$ cat config.mk
export PLATFORM = sky130hd
export DESIGN_NAME = line_fragment_gen
export DESIGN_NICKNAME = d
export VERILOG_FILES = /design/src/rtl/line_fragment_gen.sv
export SDC_FILE = /design/constraint.sdc
export NUM_CORES = 1
export LEC_CHECK = 0
export BUFFER_PORTS_ARGS = -buffer_cell sky130_fd_sc_hd__buf_4
export CAP_MARGIN = 20
export CORE_ASPECT_RATIO = 0.8
export CORE_MARGIN = 4
export CORE_UTILIZATION = 56
export DETAILED_ROUTE_END_ITERATION = 8
export MAX_ROUTING_LAYER = met4
export PLACE_DENSITY = 0.79
export SYNTH_ARGS = -nofsm -noshare
export SYNTH_HDL_FRONTEND = slang
export SYNTH_SLANG_ARGS = --single-unit
$ cat constraint.sdc
create_clock -name clk -period 15.2 [get_ports clk]
set_clock_uncertainty 0.15 [all_clocks]
set_input_delay 0.76 -clock clk [delete_from_list [all_inputs] [get_ports clk]]
set_output_delay 0.76 -clock clk [all_outputs]
set_load 0.005 [all_outputs]
$ cat src/rtl/line_fragment_gen.sv
// Bresenham line rasteriser producing framebuffer fragments.
// One step per cycle under a valid/ready output register.
module line_fragment_gen #(
  parameter int WIDTH   = 13,
  parameter int COLOR_W = 1,
  parameter int FB_COLS = 320,
  parameter int FB_ROWS = 240,
  parameter int FB_W    = 17
) (
  input  logic               clk,
  input  logic               rst,
  input  logic               start,
  input  logic [WIDTH-1:0]   x0,
  input  logic [WIDTH-1:0]   y0,
  input  logic [WIDTH-1:0]   x1,
  input  logic [WIDTH-1:0]   y1,
  input  logic [COLOR_W-1:0] red_in,
  input  logic [COLOR_W-1:0] green_in,
  input  logic [COLOR_W-1:0] blue_in,
  input  logic               frag_ready,
  output logic               frag_valid,
  output logic [FB_W-1:0]    FB_addr,
  output logic [COLOR_W-1:0] red_out,
  output logic [COLOR_W-1:0] green_out,
  output logic [COLOR_W-1:0] blue_out,
  output logic               busy,
  output logic               finish
);

  typedef enum logic [1:0] {
    S_IDLE,
    S_SETUP,
    S_DRAW,
    S_DONE
  } state_e;

  localparam logic [WIDTH-1:0] ONE    = WIDTH'(1);
  localparam logic [WIDTH:0]   REM1   = (WIDTH+1)'(1);
  localparam logic [WIDTH:0]   COLS_L = (WIDTH+1)'(FB_COLS);
  localparam logic [WIDTH:0]   ROWS_L = (WIDTH+1)'(FB_ROWS);
  localparam logic [FB_W-1:0]  COLS_A = FB_W'(FB_COLS);

  state_e state_q;

  logic [WIDTH-1:0] ax0_q, ay0_q, ax1_q, ay1_q;
  logic [COLOR_W-1:0] cr_q, cg_q, cb_q;

  logic [WIDTH-1:0] x_q, y_q, dx_q, dy_q;
  logic signed [WIDTH:0] err_q;
  logic [WIDTH:0] rem_q;
  logic steep_q, up_q;

  logic fv_q, busy_q, fin_q;
  logic [FB_W-1:0] addr_q;
  logic [COLOR_W-1:0] ro_q, go_q, bo_q;

  logic [WIDTH-1:0] adx, ady;
  logic su_steep;
  logic [WIDTH-1:0] p0x, p0y, p1x, p1y;
  logic [WIDTH-1:0] xs, ys, xe, ye;
  logic [WIDTH-1:0] su_dx, su_dy;
  logic su_up;
  logic signed [WIDTH:0] su_err;

  logic [WIDTH-1:0] col, row;
  logic in_fb;
  logic [FB_W-1:0] addr_d;
  logic signed [WIDTH:0] err_sub, err_d;
  logic [WIDTH-1:0] y_d;
  logic free, more;

  // Octant normalisation of the captured endpoints
  always_comb begin
    adx = (ax1_q >= ax0_q) ? ax1_q - ax0_q : ax0_q - ax1_q;
    ady = (ay1_q >= ay0_q) ? ay1_q - ay0_q : ay0_q - ay1_q;
    su_steep = ady > adx;
    p0x = su_steep ? ay0_q : ax0_q;
    p0y = su_steep ? ax0_q : ay0_q;
    p1x = su_steep ? ay1_q : ax1_q;
    p1y = su_steep ? ax1_q : ay1_q;
    if (p0x > p1x) begin
      xs = p1x;
      ys = p1y;
      xe = p0x;
      ye = p0y;
    end else begin
      xs = p0x;
      ys = p0y;
      xe = p1x;
      ye = p1y;
    end
    su_dx  = xe - xs;
    su_dy  = (ye >= ys) ? ye - ys : ys - ye;
    su_up  = ys < ye;
    su_err = $signed({2'b00, su_dx[WIDTH-1:1]});
  end

  // Current plot position, clipping, address and next error term
  always_comb begin
    col     = steep_q ? y_q : x_q;
    row     = steep_q ? x_q : y_q;
    in_fb   = ({1'b0, col} < COLS_L) && ({1'b0, row} < ROWS_L);
    addr_d  = FB_W'(row) * COLS_A + FB_W'(col);
    err_sub = err_q - $signed({1'b0, dy_q});
    if (err_sub[WIDTH]) begin
      err_d = err_sub + $signed({1'b0, dx_q});
      y_d   = up_q ? y_q + ONE : y_q - ONE;
    end else begin
      err_d = err_sub;
      y_d   = y_q;
    end
    free = !fv_q || frag_ready;
    more = rem_q != '0;
  end

  // Control FSM with datapath and registered outputs
  always_ff @(posedge clk or negedge rst) begin
    if (!rst) begin
      state_q <= S_IDLE;
      ax0_q   <= '0;
      ay0_q   <= '0;
      ax1_q   <= '0;
      ay1_q   <= '0;
      cr_q    <= '0;
      cg_q    <= '0;
      cb_q    <= '0;
      x_q     <= '0;
      y_q     <= '0;
      dx_q    <= '0;
      dy_q    <= '0;
      err_q   <= '0;
      rem_q   <= '0;
      steep_q <= 1'b0;
      up_q    <= 1'b0;
      fv_q    <= 1'b0;
      busy_q  <= 1'b0;
      fin_q   <= 1'b0;
      addr_q  <= '0;
      ro_q    <= '0;
      go_q    <= '0;
      bo_q    <= '0;
    end else begin
      fin_q <= 1'b0;
      unique case (state_q)
        S_IDLE: begin
          if (start) begin
            ax0_q   <= x0;
            ay0_q   <= y0;
            ax1_q   <= x1;
            ay1_q   <= y1;
            cr_q    <= red_in;
            cg_q    <= green_in;
            cb_q    <= blue_in;
            busy_q  <= 1'b1;
            state_q <= S_SETUP;
          end
        end
        S_SETUP: begin
          x_q     <= xs;
          y_q     <= ys;
          dx_q    <= su_dx;
          dy_q    <= su_dy;
          err_q   <= su_err;
          up_q    <= su_up;
          steep_q <= su_steep;
          rem_q   <= {1'b0, su_dx} + REM1;
          state_q <= S_DRAW;
        end
        S_DRAW: begin
          if (free && more) begin
            x_q   <= x_q + ONE;
            y_q   <= y_d;
            err_q <= err_d;
            rem_q <= rem_q - REM1;
            fv_q  <= in_fb;
            if (in_fb) begin
              addr_q <= addr_d;
              ro_q   <= cr_q;
              go_q   <= cg_q;
              bo_q   <= cb_q;
            end
          end else if (free) begin
            fv_q    <= 1'b0;
            fin_q   <= 1'b1;
            state_q <= S_DONE;
          end
        end
        S_DONE: begin
          busy_q  <= 1'b0;
          state_q <= S_IDLE;
        end
        default: begin
          busy_q  <= 1'b0;
          state_q <= S_IDLE;
        end
      endcase
    end
  end

  assign frag_valid = fv_q;
  assign FB_addr    = addr_q;
  assign red_out    = ro_q;
  assign green_out  = go_q;
  assign blue_out   = bo_q;
  assign busy       = busy_q;
  assign finish     = fin_q;

endmodule

==> impl_summary.txt, run 1 <==
----------------------------------------------------
[Clock tree]
  TritonCTS clock tree ... yes
  Root buffer cell ... sky130_fd_sc_hd__clkbuf_16
  H-tree level count ... 4
  Post-CTS setup repair buffer count ... 0
  Clock transition at the registers of the reported paths ... ~0.080 ns
  Number of buffers inserted for hold repair after clock tree synthesis ... 0
  Clock network latency to the later pin of the worst-skew pair ... 0.46 ns
  Largest buffer count on any clock path ... 2
  Quantity of gates resized following cts ... 0
  Sinks on the clock net ... 162
  Number of clock buffers inserted by TritonCTS ... 17

[Logic synthesis]
  Cell area after synthesis ... around 16000 µm²
  Cell type with the highest aggregate area in the netlist ... sky130_fd_sc_hd__dfrtp_1
  Synthesized instance count ... 1843
  Fraction of the yosys area taken by sequential cells ... 0.259
  Async set-or-reset flop fraction in the synthesized netlist ... 1.00
  Most repeated cell in the gate-level netlist after synthesis ... sky130_fd_sc_hd__ha_1
  Synthesized net count ... 2082
  Synthesis warning total ... 0
  Leading post-synthesis cells by instance count ... sky130_fd_sc_hd__ha_1 (169), sky130_fd_sc_hd__nand2_1 (165), sky130_fd_sc_hd__dfrtp_1 (162)
  Share of the synthesized area in the top cell type ... 0.259
  Post-synthesis sequential element count ... around 160
  Post-synthesis area per instance ... about 8.5 µm²
  Library cells used by synthesis ... 76
  Number of synthesized flops with an enable pin ... 0
  Ys flop type ... sky130_fd_sc_hd__dfrtp_1
  Biggest area contributors in the synthesized netlist ... sky130_fd_sc_hd__dfrtp_1 (26%), sky130_fd_sc_hd__ha_1 (14%), sky130_fd_sc_hd__mux2_2 (8.1%), sky130_fd_sc_hd__mux2i_1 (5.8%), sky130_fd_sc_hd__a21oi_1 (4.8%)

[Routing]
  1st-iter DRT viols ... ~1600
  DRC errors left ... 0
  First-pass DRT Iterations ... 8
  Detailed-route vias per instance ... a little over 6
  Residual antenna-violating net count after detailed routing ... 0
  Post-Route WL ... 44100 µm
  Average wire per cell in the routed design ... between 15 and 20 µm
  Total number of vias ... about 14000

[Worst setup path]
  Critical setup path kind ... reg -> reg
  Crit-path leading delay family ... compound AO/OA/AOI/OAI gates
  CP Data Arrival Time ... 13.48 ns
  CP Capture Type ... flip-flop
  Count of buffering cells on the critical path with inverters included ... 3
  Crit path launch type ... flip-flop
  Data required, critical path ... about 15 ns
  Biggest fanout along the worst timing path ... 45
  Instance count on the critical path ... 44
  Internal reg-to-reg setup slack ... between 1.5 and 2 ns
  Max incr delay on CP ... approximately 0.96 ns
  Crit-path slowest cell ... sky130_fd_sc_hd__nor4_1
  Most frequent cell on the critical path ... sky130_fd_sc_hd__o21ai_0
  Cells on worst reg2reg path ... 44

[Layout]
  Final Net Count ... between 2000 and 2500
  Share of layout cells above drive strength 1 ... 0.138
  Number of inserted filler cells in the final layout ... 2371
  Ant diodes ... 0
  Final Cell Area ... about 17000 µm²
  Relative area change from synthesis to final layout ... 9.61%

[Die]
  Die width ... slightly below 200 µm
  Area of the placeable core ... 27400 µm²
  Cell row count ... 54
  Full die area ... 30700 µm²
  Initial Util ... 0.572
  Top-Level Pins ... about 80
  Height of the chip ... between 150 and 200 µm

[Global route]
  GR peak layer ... met2
  Number of global-route vias before repair ... 13098
  Met1 Usage GRT ... 0.413
  Global router's overall resource usage ... 0.296
  Overflow left after global routing ... 0
  Largest net degree at the start of global routing ... around 110
  Initial antenna violation count ... 0
  Global-route wire length before repair ... around 71000 µm
  Routing usage on met2 ... 0.442
  Met3 usage ... 0.0670

[Timing]
  Headroom to the max-slew limit ... 0.227
  Final Hold Viols ... 0
  Final TNS setup ... 0 ns
  Setup repair after global routing missed its margin ... no
  Final period util ... 0.874
  Maximum frequency from static timing analysis ... ~75 MHz
  Worst Max-Slew Pin Slew ... around 1.1 ns
  Number of setup violations in the final report ... 0
  Post-route minimum period ... approximately 13 ns
  Number of pins with negative max-slew slack in the final report ... 0

[Placement]
  Routability congestion estimate from global placement ... approximately 0.94
  Port Buf Inserts ... 81
  Placed inst area ... 16500 µm²
  Total half-perimeter wirelength after legalization and detailed placement ... between 30000 and 40000 µm

[Outcome]
  Run status ... completed

[Run]
  Max-Cap Viols ... 0

[Min path]
  Hold WC Path Type ... in -> async

----------------------------------------------------
==> final timing paths <==
kind	to	from
hold reg to reg	FB_addr[4]$_DFFE_PN0P_	FB_addr[4]$_DFFE_PN0P_
setup / recovery	dy_q[11]$_DFFE_PN0P_	ay0_q[1]$_DFFE_PN0P_
hold / removal	ay1_q[10]$_DFFE_PN0P_	rst
max in group asynchronous	rem_q[2]$_DFFE_PN0P_	rst
setup reg to reg	dy_q[11]$_DFFE_PN0P_	ay0_q[1]$_DFFE_PN0P_
min in group clk	FB_addr[4]$_DFFE_PN0P_	FB_addr[4]$_DFFE_PN0P_
==> through the flow <==
stage / std cells / hold slack, ns / utilization / worst slack (ns)
floorplan: 1843 / 0.303 / - / 2.04
global placement: 2229 / 0.314 / 0.605 / 2.81
detailed placement: 2229 / 0.327 / 0.605 / 2.27
CTS: 2261 / 0.327 / 0.626 / 2.22
global route: 2262 / 0.139 / 0.627 / 0.993
finish: 2262 / 0.116 / 0.627 / 1.91
==> area by class of cell <==
| class | instances | area, µm² | area share |
|---|---|---|---|
| tap | 364 | 455 | 0.0266 |
| sequential | 162 | 4050 | 0.236 |
| clock inverter | 12 | 111 | 0.00649 |
| timing repair buffer | 96 | 744 | 0.0434 |
| multi-input combinational | 1446 | 10700 | 0.625 |
| inverter | 162 | 608 | 0.0355 |
| clock buffer | 20 | 467 | 0.0272 |
==> cell families (layout without fill, tap and decap cells) <==
group,count (synthesis),after routing,share of synthesized area
mux,204,204,0.140
simple gates,467,467,0.139
compound gates,505,505,0.205
flops,162,162,0.259
buf+inv,235,290,0.0574
xor+xnor,90,90,0.0504
fa+ha+maj,180,180,0.149
==> metal layers <==
metal / up-vias / wire [µm] / share of wire
met1: 6540 / 20600 / 0.47
met5: - / 0 / 0
met2: 484 / 19300 / 0.44
met3: 79 / 3420 / 0.078
met4: 0 / 861 / 0.020
li1: 6648 / - / -
==> cells in the final DEF (no fill, tap or decap), types with 23 or more instances in the layout <==
master                     count
sky130_fd_sc_hd__a21o_1       64
sky130_fd_sc_hd__a21oi_1     149
sky130_fd_sc_hd__and3_1       23
sky130_fd_sc_hd__buf_4        94
sky130_fd_sc_hd__dfrtp_1     162
sky130_fd_sc_hd__ha_1        168
sky130_fd_sc_hd__inv_1       161
sky130_fd_sc_hd__mux2_2      112
sky130_fd_sc_hd__mux2i_1      90
sky130_fd_sc_hd__nand2_1     164
sky130_fd_sc_hd__nand3_1      32
sky130_fd_sc_hd__nor2_1      126
sky130_fd_sc_hd__nor3_1       25
sky130_fd_sc_hd__o21ai_0     130
sky130_fd_sc_hd__o21bai_1     29
sky130_fd_sc_hd__xnor2_1      65
sky130_fd_sc_hd__xor2_1       25
==> state kept, by name, indices dropped and copies added (netlist names), 2 cells and up <==
| register | cells |
|---|---|
| FB_addr | 17 |
| ax0_q | 13 |
| ax1_q | 13 |
| ay0_q | 13 |
| ay1_q | 13 |
| dx_q | 13 |
| dy_q | 13 |
| err_q | 14 |
| rem_q | 14 |
| state_q | 2 |
| x_q | 13 |
| y_q | 13 |
Power of run 1 is left out: the tool's default activity adds up to more than one toggle a clock period on the data nets, which glitch-free logic cannot reach.
==> run 2, diff against run 1 <==
Clock period 15.2 ns to 14.8 ns, I/O delays scaled along.
==> impl_summary.txt, run 2 (synthesis results as in run 1) <==
----------------------------------------------------
[Layout]
  Relative area change from synthesis to final layout ... 9.48%
  Ant diodes ... 0 (unchanged)
  Most used cells in the layout excluding fill and tap cells ... sky130_fd_sc_hd__ha_1 (168), sky130_fd_sc_hd__nand2_1 (164), sky130_fd_sc_hd__dfrtp_1 (162)
  Count of non-filler cells in the finished layout ... 2261 (-0.044%)
  Most common cell after layout, fill and taps aside ... sky130_fd_sc_hd__ha_1
  Final Cell Area ... 17100 µm² (-0.12%)
  Number of inserted filler cells in the final layout ... 2403 (+1.3%)
  Number of flip-flops under the largest register name ... 17 (unchanged)
  Final Net Count ... 2124 (unchanged)
  Share of layout cells above drive strength 1 ... 0.137 (-0.000455)

[Die]
  Full die area ... 30700 µm² (unchanged)
  Initial Util ... 0.572 (unchanged)
  Area of the placeable core ... 27400 µm² (unchanged)
  Top-Level Pins ... 82 (unchanged)
  Die width ... 195 µm (unchanged)
  Cell row count ... 54 (unchanged)
  Height of the chip ... 158 µm (unchanged)

[Clock tree]
  TritonCTS clock tree ... yes
  Quantity of gates resized following cts ... 0 (unchanged)
  Clock network latency to the later pin of the worst-skew pair ... 0.45 ns (about the same)
  H-tree level count ... 4 (unchanged)
  Clock transition at the registers of the reported paths ... 0.08 ns (about the same)
  Number of clock buffers inserted by TritonCTS ... 17 (unchanged)
  Post-CTS setup repair buffer count ... 0 (unchanged)
  Sinks on the clock net ... 162 (unchanged)
  Largest buffer count on any clock path ... 2 (unchanged)
  Number of buffers inserted for hold repair after clock tree synthesis ... 0 (unchanged)
  Root buffer cell ... sky130_fd_sc_hd__clkbuf_16

[Timing]
  Maximum frequency from static timing analysis ... 78.4 MHz (+4.1%)
  Final TNS setup ... 0 ns (unchanged)
  Worst Max-Slew Pin Slew ... 1.09 ns (-0.0535 ns)
  Headroom to the max-slew limit ... 0.263 (+0.0360)
  Final Hold Viols ... 0 (unchanged)
  Final period util ... 0.862 (-0.0120)
  Setup repair after global routing missed its margin ... no
  Post-route minimum period ... 12.76 ns (-0.527 ns)
  Number of pins with negative max-slew slack in the final report ... 0 (unchanged)
  Number of setup violations in the final report ... 0 (unchanged)
  Final critical-path setup slack ... 2.04 ns (+0.127 ns)

[Global route]
  Overflow left after global routing ... 0 (unchanged)
  Largest net degree at the start of global routing ... 100 (-6.5%)
  Global-route wire length before repair ... 71100 µm (-0.13%)
  Initial antenna violation count ... 0 (unchanged)
  Global router's overall resource usage ... 0.295 (-0.00140)
  Number of global-route vias before repair ... 13198 (+0.76%)

[Min path]
  Hold WC Path Type ... in -> async

[Worst setup path]
  Crit-path slowest cell ... sky130_fd_sc_hd__nor4_1
  Count of buffering cells on the critical path with inverters included ... 3 (unchanged)
  Critical setup path kind ... reg -> reg
  Max incr delay on CP ... 0.91 ns (-0.05 ns)
  CP Data Arrival Time ... 12.94 ns (-0.54 ns)
  Crit-path leading delay family ... compound AO/OA/AOI/OAI gates
  Most frequent cell on the critical path ... sky130_fd_sc_hd__o21ai_0
  Biggest fanout along the worst timing path ... 74 (+64%)
  Crit path launch type ... flip-flop
  CP Capture Type ... flip-flop
  Data required, critical path ... 14.98 ns (-0.41 ns)

[Routing]
  Residual antenna-violating net count after detailed routing ... 0 (unchanged)
  First-pass DRT Iterations ... 6 (-2)
  Detailed-route vias per instance ... 6.06 (-0.33%)
  Post-Route WL ... 44000 µm (-0.15%)
  1st-iter DRT viols ... 1506 (-2.8%)
  Total number of vias ... 13700 (-0.37%)
  DRC errors left ... 0 (unchanged)
  Average wire per cell in the routed design ... 19.5 µm (-0.10%)

[Placement]
  Total half-perimeter wirelength after legalization and detailed placement ... 34000 µm (+0.20%)
  Port Buf Inserts ... 81 (unchanged)
  Minimum setup slack after placement ... 2.30 ns (+0.0242 ns)
  Routability congestion estimate from global placement ... 0.989 (+5.4%)
  Placed inst area ... 16500 µm² (unchanged)
  Post-placement cell count ... 2229 (unchanged)

[Outcome]
  Run status ... completed

[Run]
  Max-Cap Viols ... 0 (unchanged)

----------------------------------------------------
-- run 2: layer usage --
layer,vias up,wire length (µm),track usage
met5,-,0,-
met4,0,884,0.0711
met3,71,3870,0.0790
met2,476,19100,0.438
met1,6523,20200,0.405
li1,6630,-,-
-- run 2: worst paths after layout --
| path | startpoint | endpoint | slack, ns | cells past startpoint |
|---|---|---|---|---|
| worst min-delay path | rst | ay0_q[9]$_DFFE_PN0P_ | 0.26 | 1 |
| min in group clk | err_q[7]$_DFFE_PN0P_ | err_q[7]$_DFFE_PN0P_ | 0.34 | 2 |
| worst min register to register | err_q[7]$_DFFE_PN0P_ | err_q[7]$_DFFE_PN0P_ | 0.34 | 2 |
| worst max-delay path | ay0_q[1]$_DFFE_PN0P_ | dy_q[11]$_DFFE_PN0P_ | 2.04 | 44 |
| max in group asynchronous | rst | rem_q[0]$_DFFE_PN0P_ | 12.80 | 2 |
| worst max register to register | ay0_q[1]$_DFFE_PN0P_ | dy_q[11]$_DFFE_PN0P_ | 2.04 | 44 |
-- run 2: metrics by stage --
step           hold WS [ns]  utilization
2_1_floorplan         0.294            -
3_3_place_gp          0.314        0.605
3_5_place_dp          0.329        0.605
4_1_cts               0.300        0.626
5_1_grt               0.329        0.626
6_report              0.264        0.626
-- run 2: cell type report --
class                      count  area, µm²  share of cell area
clock inverter                12        124             0.00723
timing repair buffer          96        724              0.0423
inverter                     162        608              0.0355
tap                          364        455              0.0266
sequential                   162       4050               0.237
multi-input combinational   1446      10700               0.625
clock buffer                  19        453              0.0264
Power of run 2 is left out for the same reason.
